## config.mk

```make
export PLATFORM = sky130hd
export DESIGN_NAME = ex_mem_stage
export DESIGN_NICKNAME = d
export VERILOG_FILES = /design/src/rtl/cpu_pkg.sv /design/src/rtl/branch_target.sv /design/src/rtl/ex_mem_stage.sv
export SDC_FILE = /design/constraint.sdc
export NUM_CORES = 1
export LEC_CHECK = 0
export ABC_AREA = 1
export CAP_MARGIN = 5
export CORE_ASPECT_RATIO = 1.25
export CORE_MARGIN = 5
export CORE_UTILIZATION = 40
export CTS_BUF_LIST = sky130_fd_sc_hd__clkbuf_4 sky130_fd_sc_hd__clkbuf_8 sky130_fd_sc_hd__clkbuf_16
export DETAILED_ROUTE_END_ITERATION = 12
export GPL_ROUTABILITY_DRIVEN = 1
export GPL_TIMING_DRIVEN = 0
export PLACE_DENSITY = 0.84
export SLEW_MARGIN = 20
export SYNTH_ARGS = -nofsm -noshare
export SYNTH_HDL_FRONTEND = slang
export SYNTH_SLANG_ARGS = --single-unit
export TNS_END_PERCENT = 20
```

## constraint.sdc

```tcl
create_clock -name clk -period 2.6 [get_ports clk]
set_input_delay 0.52 -clock clk [delete_from_list [all_inputs] [get_ports clk]]
set_output_delay 0.52 -clock clk [all_outputs]
set_load 0.03 [all_outputs]
```

## src/rtl/cpu_pkg.sv

```systemverilog
// Shared CPU definitions: opcodes, opcode classes, FSM encoding
// and the EX/MEM payload bundle.
package cpu_pkg;

  localparam logic [3:0] OP_ADD = 4'd0;
  localparam logic [3:0] OP_SUB = 4'd1;
  localparam logic [3:0] OP_EVU = 4'd2;
  localparam logic [3:0] OP_EVL = 4'd3;
  localparam logic [3:0] OP_GTE = 4'd4;
  localparam logic [3:0] OP_LTZ = 4'd5;
  localparam logic [3:0] OP_EZ  = 4'd6;
  localparam logic [3:0] OP_EQ  = 4'd7;
  localparam logic [3:0] OP_NE  = 4'd8;

  localparam logic ST_RUN    = 1'b0;
  localparam logic ST_SQUASH = 1'b1;

  typedef struct packed {
    logic [3:0]  op;
    logic [15:0] result;
    logic [3:0]  rd;
  } ex_mem_t;

  function automatic logic is_branch(input logic [3:0] op);
    return (op >= OP_GTE) && (op <= OP_NE);
  endfunction

  function automatic logic is_wb(input logic [3:0] op);
    return op <= OP_EVL;
  endfunction

endpackage

```

## src/rtl/branch_target.sv

```systemverilog
// Branch target adder: pc + 1 + imm, wrapping modulo 2^16.
// Shared with the fetch stage.
module branch_target (
  input  logic [15:0] i_pc,
  input  logic [15:0] i_imm,
  output logic [15:0] o_target
);

  assign o_target = i_pc + 16'd1 + i_imm;

endmodule

```

## src/rtl/ex_mem_stage.sv

```systemverilog
// EX/MEM pipeline register with branch resolution, PC redirect
// and squash of younger in-flight instructions.
module ex_mem_stage
  import cpu_pkg::*;
#(
  parameter int NOP_SQUASH = 2
) (
  input  logic        clk,
  input  logic        rst_n,
  input  logic        in_valid,
  input  logic [3:0]  in_op,
  input  logic [15:0] in_result,
  input  logic        in_taken,
  input  logic [15:0] in_pc,
  input  logic [15:0] in_imm,
  input  logic [3:0]  in_rd,
  input  logic        mem_ready,
  output logic        in_ready,
  output logic        stall,
  output logic        out_valid,
  output logic [3:0]  out_op,
  output logic [15:0] out_result,
  output logic [3:0]  out_rd,
  output logic        out_wb_en,
  output logic        redirect_valid,
  output logic [15:0] redirect_pc,
  output logic        flush
);

  logic        r_state;
  logic [1:0]  r_sq_cnt;
  logic        r_valid;
  ex_mem_t     r_q;
  logic        r_redir;
  logic [15:0] r_redir_pc;

  logic        w_stall;
  logic        w_acc;
  logic        w_acc_run;
  logic        w_acc_sq;
  logic        w_drain;
  logic        w_taken;
  logic [15:0] w_target;

  branch_target u_target (
    .i_pc     (in_pc),
    .i_imm    (in_imm),
    .o_target (w_target)
  );

  assign w_stall   = r_valid && !mem_ready;
  assign w_acc     = in_valid && !w_stall;
  assign w_acc_run = w_acc && (r_state == ST_RUN);
  assign w_acc_sq  = w_acc && (r_state == ST_SQUASH);
  assign w_drain   = !w_acc && mem_ready;
  // Stale ALU flag is only meaningful on branch opcodes
  assign w_taken   = is_branch(in_op) && in_taken;

  always_ff @(posedge clk or negedge rst_n) begin
    if (!rst_n) begin
      r_state    <= ST_RUN;
      r_sq_cnt   <= 2'd0;
      r_valid    <= 1'b0;
      r_q        <= '0;
      r_redir    <= 1'b0;
      r_redir_pc <= 16'd0;
    end else begin
      r_redir <= 1'b0;
      unique case (1'b1)
        w_acc_sq: begin
          r_valid  <= 1'b0;
          r_sq_cnt <= r_sq_cnt - 2'd1;
          if (r_sq_cnt == 2'd1)
            r_state <= ST_RUN;
        end
        w_acc_run: begin
          r_valid     <= 1'b1;
          r_q.op      <= in_op;
          r_q.result  <= in_result;
          r_q.rd      <= in_rd;
          if (w_taken) begin
            r_redir    <= 1'b1;
            r_redir_pc <= w_target;
            r_state    <= ST_SQUASH;
            r_sq_cnt   <= 2'(NOP_SQUASH);
          end
        end
        w_drain: r_valid <= 1'b0;
        default: ;
      endcase
    end
  end

  assign stall          = w_stall;
  assign in_ready       = !w_stall;
  assign out_valid      = r_valid;
  assign out_op         = r_q.op;
  assign out_result     = r_q.result;
  assign out_rd         = r_q.rd;
  assign out_wb_en      = r_valid && is_wb(r_q.op);
  assign redirect_valid = r_redir;
  assign redirect_pc    = r_redir_pc;
  assign flush          = (r_state == ST_SQUASH);

endmodule

```

==> results of run 1 <==
-- routing by layer --
metal	vias to the layer above	share of wire, %
li1	1350	-
met1	1189	41
met2	88	50
met3	8	7.0
met4	0	1.2
met5	-	0
-- cells by family after synthesis --
| family | Yosys count |
|---|---|
| AOI/OAI and AO/OA | 17 |
| xor gates and xnor gates | 5 |
| adders and majority gates | 17 |
| buffers and inverters | 56 |
| DFF | 45 |
| and+or+nand+nor | 227 |
-- where the power goes --
group	switching [mW]	total (mW)	leakage [nW]	internal, mW
logic	1.26	2.16	1.47	0.897
clock network	0.207	0.404	0.0484	0.197
registers	0.184	1.21	0.556	1.03
total	1.65	3.77	2.08	2.12
-- synthesized netlist by cell type --
| cell | instances |
|---|---|
| buf_6 | 3 |
| nand3_2 | 7 |
| nor2_1 | 12 |
| buf_2 | 1 |
| inv_4 | 1 |
| a31oi_1 | 1 |
| clkbuf_1 | 1 |
| and2_1 | 1 |
| inv_1 | 45 |
| or2_2 | 4 |
| xnor2_1 | 3 |
| buf_4 | 4 |
| o21ai_0 | 4 |
| o21ai_1 | 4 |
| nand2_1 | 176 |
| inv_2 | 1 |
| a21oi_1 | 8 |
| nor3_1 | 4 |
| nand4_1 | 1 |
| fa_1 | 1 |
| dfrtp_1 | 45 |
| nand3_4 | 2 |
| ha_1 | 16 |
| nand3_1 | 15 |
| or2_1 | 2 |
| nand3b_1 | 3 |
| xor2_1 | 2 |
-- registers in the layout, indices dropped and copies added, names as in the netlist --
signal,count
out_result,16
redirect_pc,16
out_op,4
out_rd,4
r_sq_cnt,2
flush,1
out_valid,1
redirect_valid,1
-- worst max path at each step --
stage	endpoint	cells past startpoint
floorplan	redirect_pc[6]$_DFFE_PN0P_	11
global placement	redirect_pc[2]$_DFFE_PN0P_	1
detailed placement	stall	5
CTS	stall	5
global route	stall	5
finish	stall	5
-- layout make-up --
cell class	count	area share [%]
multi-input combinational	266	33.4
sequential	45	28.3
timing repair buffer	107	27.1
inverter	47	4.50
tap	87	2.74
clock buffer	6	1.92
buffer	9	1.82
clock inverter	2	0.252
==> impl_metrics.tcl, run 1 <==
set metrics [dict create \
    outcome "finished, final reports clean" \
    synth.top_cell.area_share_pct 41.6 \
    numCtsBuffers 5 \
    cts_tree "yes" \
    n_fill_cell 590 \
    n_antenna_cell 0 \
    stdcell_area_um2 3980 \
    use_met2_pct 30.3 \
    layout_commonest_cell "nand2_1" \
    io_pins 107 \
    cts.hold.buffers_added 0 \
    layout_common_cells "nand2_1 (176), clkdlybuf4s50_1 (105), inv_1 (45), dfrtp_1 (45), ha_1 (16)" \
    drive_above_1_share_pct 6.85 \
    period_share_pct 96.2 \
    rsz0062_at_grt "false" \
    ys_types 27 \
    endpoint_kind "output port" \
    yosys_register_bits 45 \
    cp_num_buf_inv 4 \
    crit_top_cell "clkdlybuf4s50_1" \
    fin_total_pwr_mw 3.77 \
    r2r_slack_ps 1130 \
    hold_slack_ps 118 \
    fin_util_pct 60.6 \
    maxCapViolations 0 \
    synth_top_family_by_area "simple AND/OR/NAND/NOR gates" \
    r2r-start "out_valid$_DFFE_PN0P_" \
    gr-total-overflow 0 \
    skew_ps 1.34 \
    dieWidth_um 83.6 \
    tns_ps 0 \
    cts_resized 0 \
    yosys_warnings 0 \
    port_buffers 106 \
    syn-num-nets 445 \
    max-vdd-ir-drop_uv 526 \
    avgSynthCellArea_um2 7.37 \
    met1_usage_pct 17.3 \
    start_kind "primary input" \
    dieArea_um2 8520 \
    final_cells 569 \
    grt_pass1_wl_um 11100 \
    nets 559 \
    slew_headroom_pct 70.5 \
    cp_top_family "buffers and inverters" \
    hp-class "primary input to asynchronous set/reset pin" \
    clk_path_buf_depth 2 \
    gr-usage-met3_pct 3.23 \
    gp_congestion 0.817 \
    synth_cells 367 \
    root_buffer "clkbuf_8" \
    grt_max_degree 34 \
    crit_chain "clkdlybuf4s50_1 > or2_1 > buf_6 > inv_1 > clkdlybuf4s50_1" \
    p_leak_nw 2.08 \
    final_max_slew_viol_count 0 \
    syn_to_final_growth_pct 47.0 \
    arrival_ps 1980 \
    worst_path_max_delay_cell "clkdlybuf4s50_1" \
    finalWorstSetupSlack_ps 99.0 \
    rr_endpoint "out_result[7]$_DFFE_PN0P_" \
    critPathKind "primary input to output port" \
    place_inst 561 \
    synth-seq-area-share_pct 41.6 \
    synth-xor-area-share_pct 1.62 \
    syn_area_um2 2710 \
    dp_hpwl_um 5430 \
    drcViolationCount 0 \
    grt_pass1_vias 2537 \
    routed_wl_um 6520 \
    multi_input_area_um2 1330 \
    antenna_found_initial 0 \
    path_max_fanout 6 \
    via_per_inst 4.63 \
    top_usage_layer "met2" \
    worstSkewPairLatency_ps 280 \
    cts_setup_buffers 0 \
    core_um2 6570 \
    reg2reg_depth 8 \
    finalSetupViolations 0 \
    die_h_um 102 \
    final_hold_viol_count 0 \
    dr.first_iter.drc_count 80 \
    start_util_pct 41.2 \
    layout_min_cycle_time_ps 2500 \
    critPathRequiredTime_ps 2080 \
    dr_total_vias 2635 \
    grt_util_all_layers_pct 15.7 \
    regArea_um2 1130 \
    dpl-instance-area_um2 3890 \
    ys_top_cells_by_area "dfrtp_1 (42%), nand2_1 (24%), ha_1 (7.4%)" \
    synth-compound-area-share_pct 3.19 \
    tightest_slew_ps 442 \
    synthMuxAreaShare_pct 0 \
    power-per-cell-area_nw_per_um2 948 \
    synth_fa_ha_area_share_pct 8.14 \
    cpPeakStageDelay_ps 660 \
    cts.htree.levels 2 \
    wl_per_cell_um 11.5 \
    synth_area_leader_cell "dfrtp_1" \
    num_rows 33 \
    clkTransAtPathRegs_ps 70 \
    drt-pass1-iter-count 4 \
    ant_nets 0 \
    cp-startpoint "mem_ready" \
    yosys.area_share.simple_pct 36.2 \
    preCtsSetupSlack_ps 93.8 \
    cts_num_sinks 45 \
    fmax_ghz 0.400 \
]
(Power assumes the default switching activity.)
==> inputs of run 2 (changes only) <==
--- a/config.mk
+++ b/config.mk
@@ -10,11 +10,11 @@
 export CORE_ASPECT_RATIO = 1.25
 export CORE_MARGIN = 5
 export CORE_UTILIZATION = 40
-export CTS_BUF_LIST = sky130_fd_sc_hd__clkbuf_4 sky130_fd_sc_hd__clkbuf_8 sky130_fd_sc_hd__clkbuf_16
+export CTS_BUF_LIST = sky130_fd_sc_hd__clkbuf_16
 export DETAILED_ROUTE_END_ITERATION = 12
 export GPL_ROUTABILITY_DRIVEN = 1
 export GPL_TIMING_DRIVEN = 0
-export PLACE_DENSITY = 0.84
+export PLACE_DENSITY = 0.75
 export SLEW_MARGIN = 20
 export SYNTH_ARGS = -nofsm -noshare
 export SYNTH_HDL_FRONTEND = slang
==> run 2 against run 1 <==
Compared with the run above:
- register-to-register slack improved by 20 ps
- wire length about the same
- global-route usage decreased by 0.44 points
- worst hold slack improved by 7.2 ps
- critical path depth did not move
- final cell count is the same
- sequential share of layout area down 0.59 points
- setup slack got worse by 17 ps
- largest cell class unchanged
- combinational power hardly changed
- largest power group unchanged
- power is 7.6% higher
- highest routed layer unchanged
==> impl_metrics.tcl, run 2 (synthesis results as in run 1) <==
set metrics [dict create \
    skew_ps 4.28 \
    routed_wl_um 6520 \
    antenna_found_initial 0 \
    cts_resized 0 \
    worstSkewPairLatency_ps 280 \
    critPathRequiredTime_ps 2080 \
    worst_path_max_delay_cell "clkdlybuf4s50_1" \
    layout_commonest_cell "nand2_1" \
    arrival_ps 2000 \
    dr_total_vias 2604 \
    dr.first_iter.drc_count 64 \
    path_depth 5 \
    gp_congestion 0.864 \
    cp_top_family "buffers and inverters" \
    gr-total-overflow 0 \
    use_met2_pct 29.5 \
    drt-pass1-iter-count 4 \
    die_h_um 102 \
    p_leak_nw 2.11 \
    io_pins 107 \
    grt_util_all_layers_pct 15.3 \
    cp_num_buf_inv 4 \
    numCtsBuffers 5 \
    reg2reg_depth 8 \
    gr-usage-met3_pct 3.31 \
    final_max_slew_viol_count 0 \
    drive_above_1_share_pct 6.85 \
    port_buffers 106 \
    met1_usage_pct 16.4 \
    start_util_pct 41.2 \
    grt_pass1_wl_um 10800 \
    drcViolationCount 0 \
    n_antenna_cell 0 \
    slew_headroom_pct 70.3 \
    max-vdd-ir-drop_uv 498 \
    maxCapViolations 0 \
    tightest_slew_ps 446 \
    via_per_inst 4.58 \
    start_kind "primary input" \
    syn_to_final_growth_pct 50.1 \
    ant_nets 0 \
    dpl-instance-area_um2 3890 \
    stdcell_area_um2 4060 \
    dieWidth_um 83.6 \
    layout_common_cells "nand2_1 (176), clkdlybuf4s50_1 (105), inv_1 (45), dfrtp_1 (45), ha_1 (16)" \
    fmax_ghz 0.397 \
    num_rows 33 \
    crit_top_cell "clkdlybuf4s50_1" \
    rsz0062_at_grt "false" \
    cts_tree "yes" \
    crit_chain "clkdlybuf4s50_1 > or2_1 > buf_6 > inv_1 > clkdlybuf4s50_1" \
    dp_hpwl_um 5360 \
    finalSetupViolations 0 \
    tns_ps 0 \
    layout_min_cycle_time_ps 2520 \
    wl_per_cell_um 11.5 \
    nets 559 \
    clkTransAtPathRegs_ps 60 \
    final_hold_viol_count 0 \
    hp-class "primary input to asynchronous set/reset pin" \
    cts.hold.buffers_added 0 \
    cts.htree.levels 2 \
    clk_path_buf_depth 2 \
    dieArea_um2 8520 \
    grt_max_degree 34 \
    power-per-cell-area_nw_per_um2 999 \
    period_share_pct 96.8 \
    critPathKind "primary input to output port" \
    cts_num_sinks 45 \
    root_buffer "clkbuf_16" \
    endpoint_kind "output port" \
    cpPeakStageDelay_ps 650 \
    cts_setup_buffers 0 \
    core_um2 6570 \
    outcome "finished, final reports clean" \
    grt_pass1_vias 2553 \
    path_max_fanout 6 \
    top_usage_layer "met2" \
]
## run 2: cell count changes in the layout (fill, tap and decap cells not counted)
cell,change
clkinv_2,-2
clkbuf_4,-1
clkbuf_8,-5
clkinv_4,+1
bufinv_16,+1
clkinvlp_4,+1
clkbuf_16,+5
## run 2: routing by layer
| metal | share of wire, % | wire length [µm] | vias up |
|---|---|---|---|
| met5 | 0 | 0 | - |
| li1 | - | - | 1355 |
| met1 | 42 | 2760 | 1147 |
| met4 | 1.9 | 123 | 0 |
| met2 | 49 | 3180 | 93 |
| met3 | 7.1 | 462 | 9 |
## run 2: final cells by class
| class | count | area [µm²] |
|---|---|---|
| fillers | 602 | 2500 |
| well taps | 87 | 109 |
| repair buffers | 107 | 1080 |
| inverters | 47 | 179 |
| multi-input cells | 266 | 1330 |
| plain buffers | 9 | 72.6 |
| clock inverters | 3 | 46.3 |
| flip-flops and latches | 45 | 1130 |
| clock buffers | 5 | 125 |
## run 2: worst paths after layout
| kind | from | to | slack, ps |
|---|---|---|---|
| setup / recovery | mem_ready | stall | 80 |
| hold / removal | rst_n | redirect_pc[10]$_DFFE_PN0P_ | 130 |
| setup reg to reg | out_valid$_DFFE_PN0P_ | out_result[7]$_DFFE_PN0P_ | 1150 |
| hold reg to reg | out_result[13]$_DFFE_PN0P_ | out_result[13]$_DFFE_PN0P_ | 470 |
| max in group asynchronous | rst_n | out_op[0]$_DFFE_PN0P_ | 2010 |
| min in group clk | out_result[13]$_DFFE_PN0P_ | out_result[13]$_DFFE_PN0P_ | 470 |
## run 2: metrics by stage
| step | setup WS (ps) | hold WS, ps | std cells | total power, mW | util [%] |
|---|---|---|---|---|---|
| floorplan | 716 | 224 | 367 | 2.44 | - |
| global placement | -170 | 461 | 560 | 3.34 | 59.0 |
| detailed placement | 89.5 | 428 | 561 | 3.38 | 59.3 |
| CTS | 81.6 | 130 | 569 | 4.11 | 61.9 |
| global route | 27.3 | 142 | 569 | 4.31 | 61.9 |
| finish | 81.9 | 126 | 569 | 4.06 | 61.9 |
## run 2: where the power goes
group	switching [mW]	internal [mW]	leakage (nW)	total (mW)
Clock	0.254	0.454	0.0800	0.708
Combinational	1.24	0.897	1.47	2.13
Sequential	0.188	1.03	0.556	1.22
Total	1.68	2.38	2.11	4.06
==> inputs of run 3 (changes only) <==
--- a/config.mk
+++ b/config.mk
@@ -14,7 +14,7 @@
 export DETAILED_ROUTE_END_ITERATION = 12
 export GPL_ROUTABILITY_DRIVEN = 1
 export GPL_TIMING_DRIVEN = 0
-export PLACE_DENSITY = 0.75
+export PLACE_DENSITY = 0.83
 export SLEW_MARGIN = 20
 export SYNTH_ARGS = -nofsm -noshare
 export SYNTH_HDL_FRONTEND = slang
==> run 3 against run 2 <==
Compared with the run above:
- design area is 0.80% lower
- register-to-register slack got worse by 70 ps
- via count up 1.3%
- critical path depth unchanged
- sequential share of layout area is 0.22 points higher
- worst hold slack got worse by 1.1 ps
- clock-buffer cell count did not move
- largest cell class unchanged
- highest routed layer unchanged
==> impl_metrics.tcl, run 3 (synthesis results as in run 1) <==
set metrics [dict create \
    final_hold_viol_count 0 \
    cp_top_family "buffers and inverters" \
    numCtsBuffers 5 \
    tightest_slew_ps 460 \
    nets 559 \
    maxCapViolations 0 \
    outcome "finished, final reports clean" \
    rr_endpoint "out_result[10]$_DFFE_PN0P_" \
    grt_util_all_layers_pct 16.2 \
    fin_total_pwr_mw 3.95 \
    start_kind "primary input" \
    critPathRequiredTime_ps 2080 \
    cts_setup_buffers 0 \
    cpPeakStageDelay_ps 660 \
    r2r_slack_ps 1080 \
    ant_nets 0 \
    grt_pass1_wl_um 11300 \
    critPathKind "primary input to output port" \
    gp_congestion 0.791 \
    arrival_ps 1990 \
    p_leak_nw 2.10 \
    cp-startpoint "mem_ready" \
    drive_above_1_share_pct 6.64 \
    drcViolationCount 0 \
    gr-total-overflow 0 \
    drt-pass1-iter-count 4 \
    path_depth 5 \
    syn_to_final_growth_pct 48.9 \
    cp_num_buf_inv 4 \
    path_max_fanout 6 \
    cts_resized 0 \
    clk_path_buf_depth 2 \
    power-per-cell-area_nw_per_um2 981 \
    rsz0062_at_grt "false" \
    crit_chain "clkdlybuf4s50_1 > or2_1 > buf_6 > inv_1 > clkdlybuf4s50_1" \
    port_buffers 106 \
    n_antenna_cell 0 \
    cts_tree "yes" \
    core_um2 6570 \
    dp_hpwl_um 5540 \
    cts_num_sinks 45 \
    tns_ps 0 \
    via_per_inst 4.63 \
    max-vdd-ir-drop_uv 498 \
    root_buffer "clkbuf_16" \
    cts.hold.buffers_added 0 \
    antenna_found_initial 0 \
    worstSkewPairLatency_ps 280 \
    num_rows 33 \
    period_share_pct 96.7 \
    io_pins 107 \
    grt_max_degree 34 \
    grt_pass1_vias 2567 \
    worst_path_max_delay_cell "clkdlybuf4s50_1" \
    layout_common_cells "nand2_1 (176), clkdlybuf4s50_1 (105), inv_1 (46)" \
    hp-class "primary input to asynchronous set/reset pin" \
    start_util_pct 41.2 \
    crit_top_cell "clkdlybuf4s50_1" \
    skew_ps 2.18 \
    dieArea_um2 8520 \
    routed_wl_um 6770 \
    final_max_slew_viol_count 0 \
    reg2reg_depth 8 \
    cts.htree.levels 2 \
    wl_per_cell_um 11.9 \
    dr.first_iter.drc_count 52 \
    dr_total_vias 2637 \
    clkTransAtPathRegs_ps 60 \
    layout_commonest_cell "nand2_1" \
    die_h_um 102 \
    layout_min_cycle_time_ps 2510 \
    fin_util_pct 61.4 \
    finalSetupViolations 0 \
    endpoint_kind "output port" \
    dieWidth_um 83.6 \
    r2r-start "out_valid$_DFFE_PN0P_" \
    slew_headroom_pct 69.3 \
    fmax_ghz 0.398 \
]
[run 3: changes by cell type in the layout (fill, tap and decap cells not counted)]
cell and delta:
clkinvlp_4 -1, inv_1 +1, clkinv_2 +2, clkinv_4 -1, bufinv_16 -1
[run 3: worst max-delay path by stage]
stage / endpoint / slack, ps
4_1_cts: stall / 80
5_1_grt: stall / 50
3_5_place_dp: stall / 90
2_1_floorplan: redirect_pc[6]$_DFFE_PN0P_ / 720
3_3_place_gp: redirect_pc[2]$_DFFE_PN0P_ / -120
6_report: stall / 90
[run 3: final cells by class]
| type | instances | area [µm²] |
|---|---|---|
| clock inverter | 3 | 13.8 |
| fill | 565 | 2530 |
| buffer | 9 | 72.6 |
| sequential | 45 | 1130 |
| clock buffer | 5 | 125 |
| inverter | 47 | 179 |
| tap | 87 | 109 |
| multi-input combinational | 266 | 1330 |
| timing repair buffer | 107 | 1080 |
[run 3: per-layer routing]
| metal | up-vias | part of all wire [%] | global-route usage [%] |
|---|---|---|---|
| met5 | - | 0 | 0 |
| met1 | 1188 | 41 | 18.1 |
| met3 | 11 | 6.5 | 3.06 |
| met2 | 82 | 50 | 30.3 |
| li1 | 1356 | - | - |
| met4 | 0 | 2.0 | 6.93 |
[run 3: power breakdown]
part           internal, mW  switching, mW  total (mW)
Clock                 0.348          0.239       0.587
Sequential             1.03          0.180        1.21
Combinational         0.897           1.26        2.16
[run 3: worst register-to-register path: cells and delay by family, from the launching register on]
family	cells	cell delay, ps
AND/OR/NAND/NOR	4	390
flip-flops	1	390
buffers and inverters	4	690
[run 3: per-stage QoR]
| stage | hold WS, ps | area, µm² | std cells | setup slack (ps) |
|---|---|---|---|---|
| finish | 124 | 4030 | 569 | 86.6 |
| floorplan | 224 | 2710 | 367 | 716 |
| global placement | 461 | 3880 | 560 | -125 |
| CTS | 127 | 4030 | 569 | 80.5 |
| global route | 136 | 4030 | 569 | 45.2 |
| detailed placement | 429 | 3890 | 561 | 86.7 |
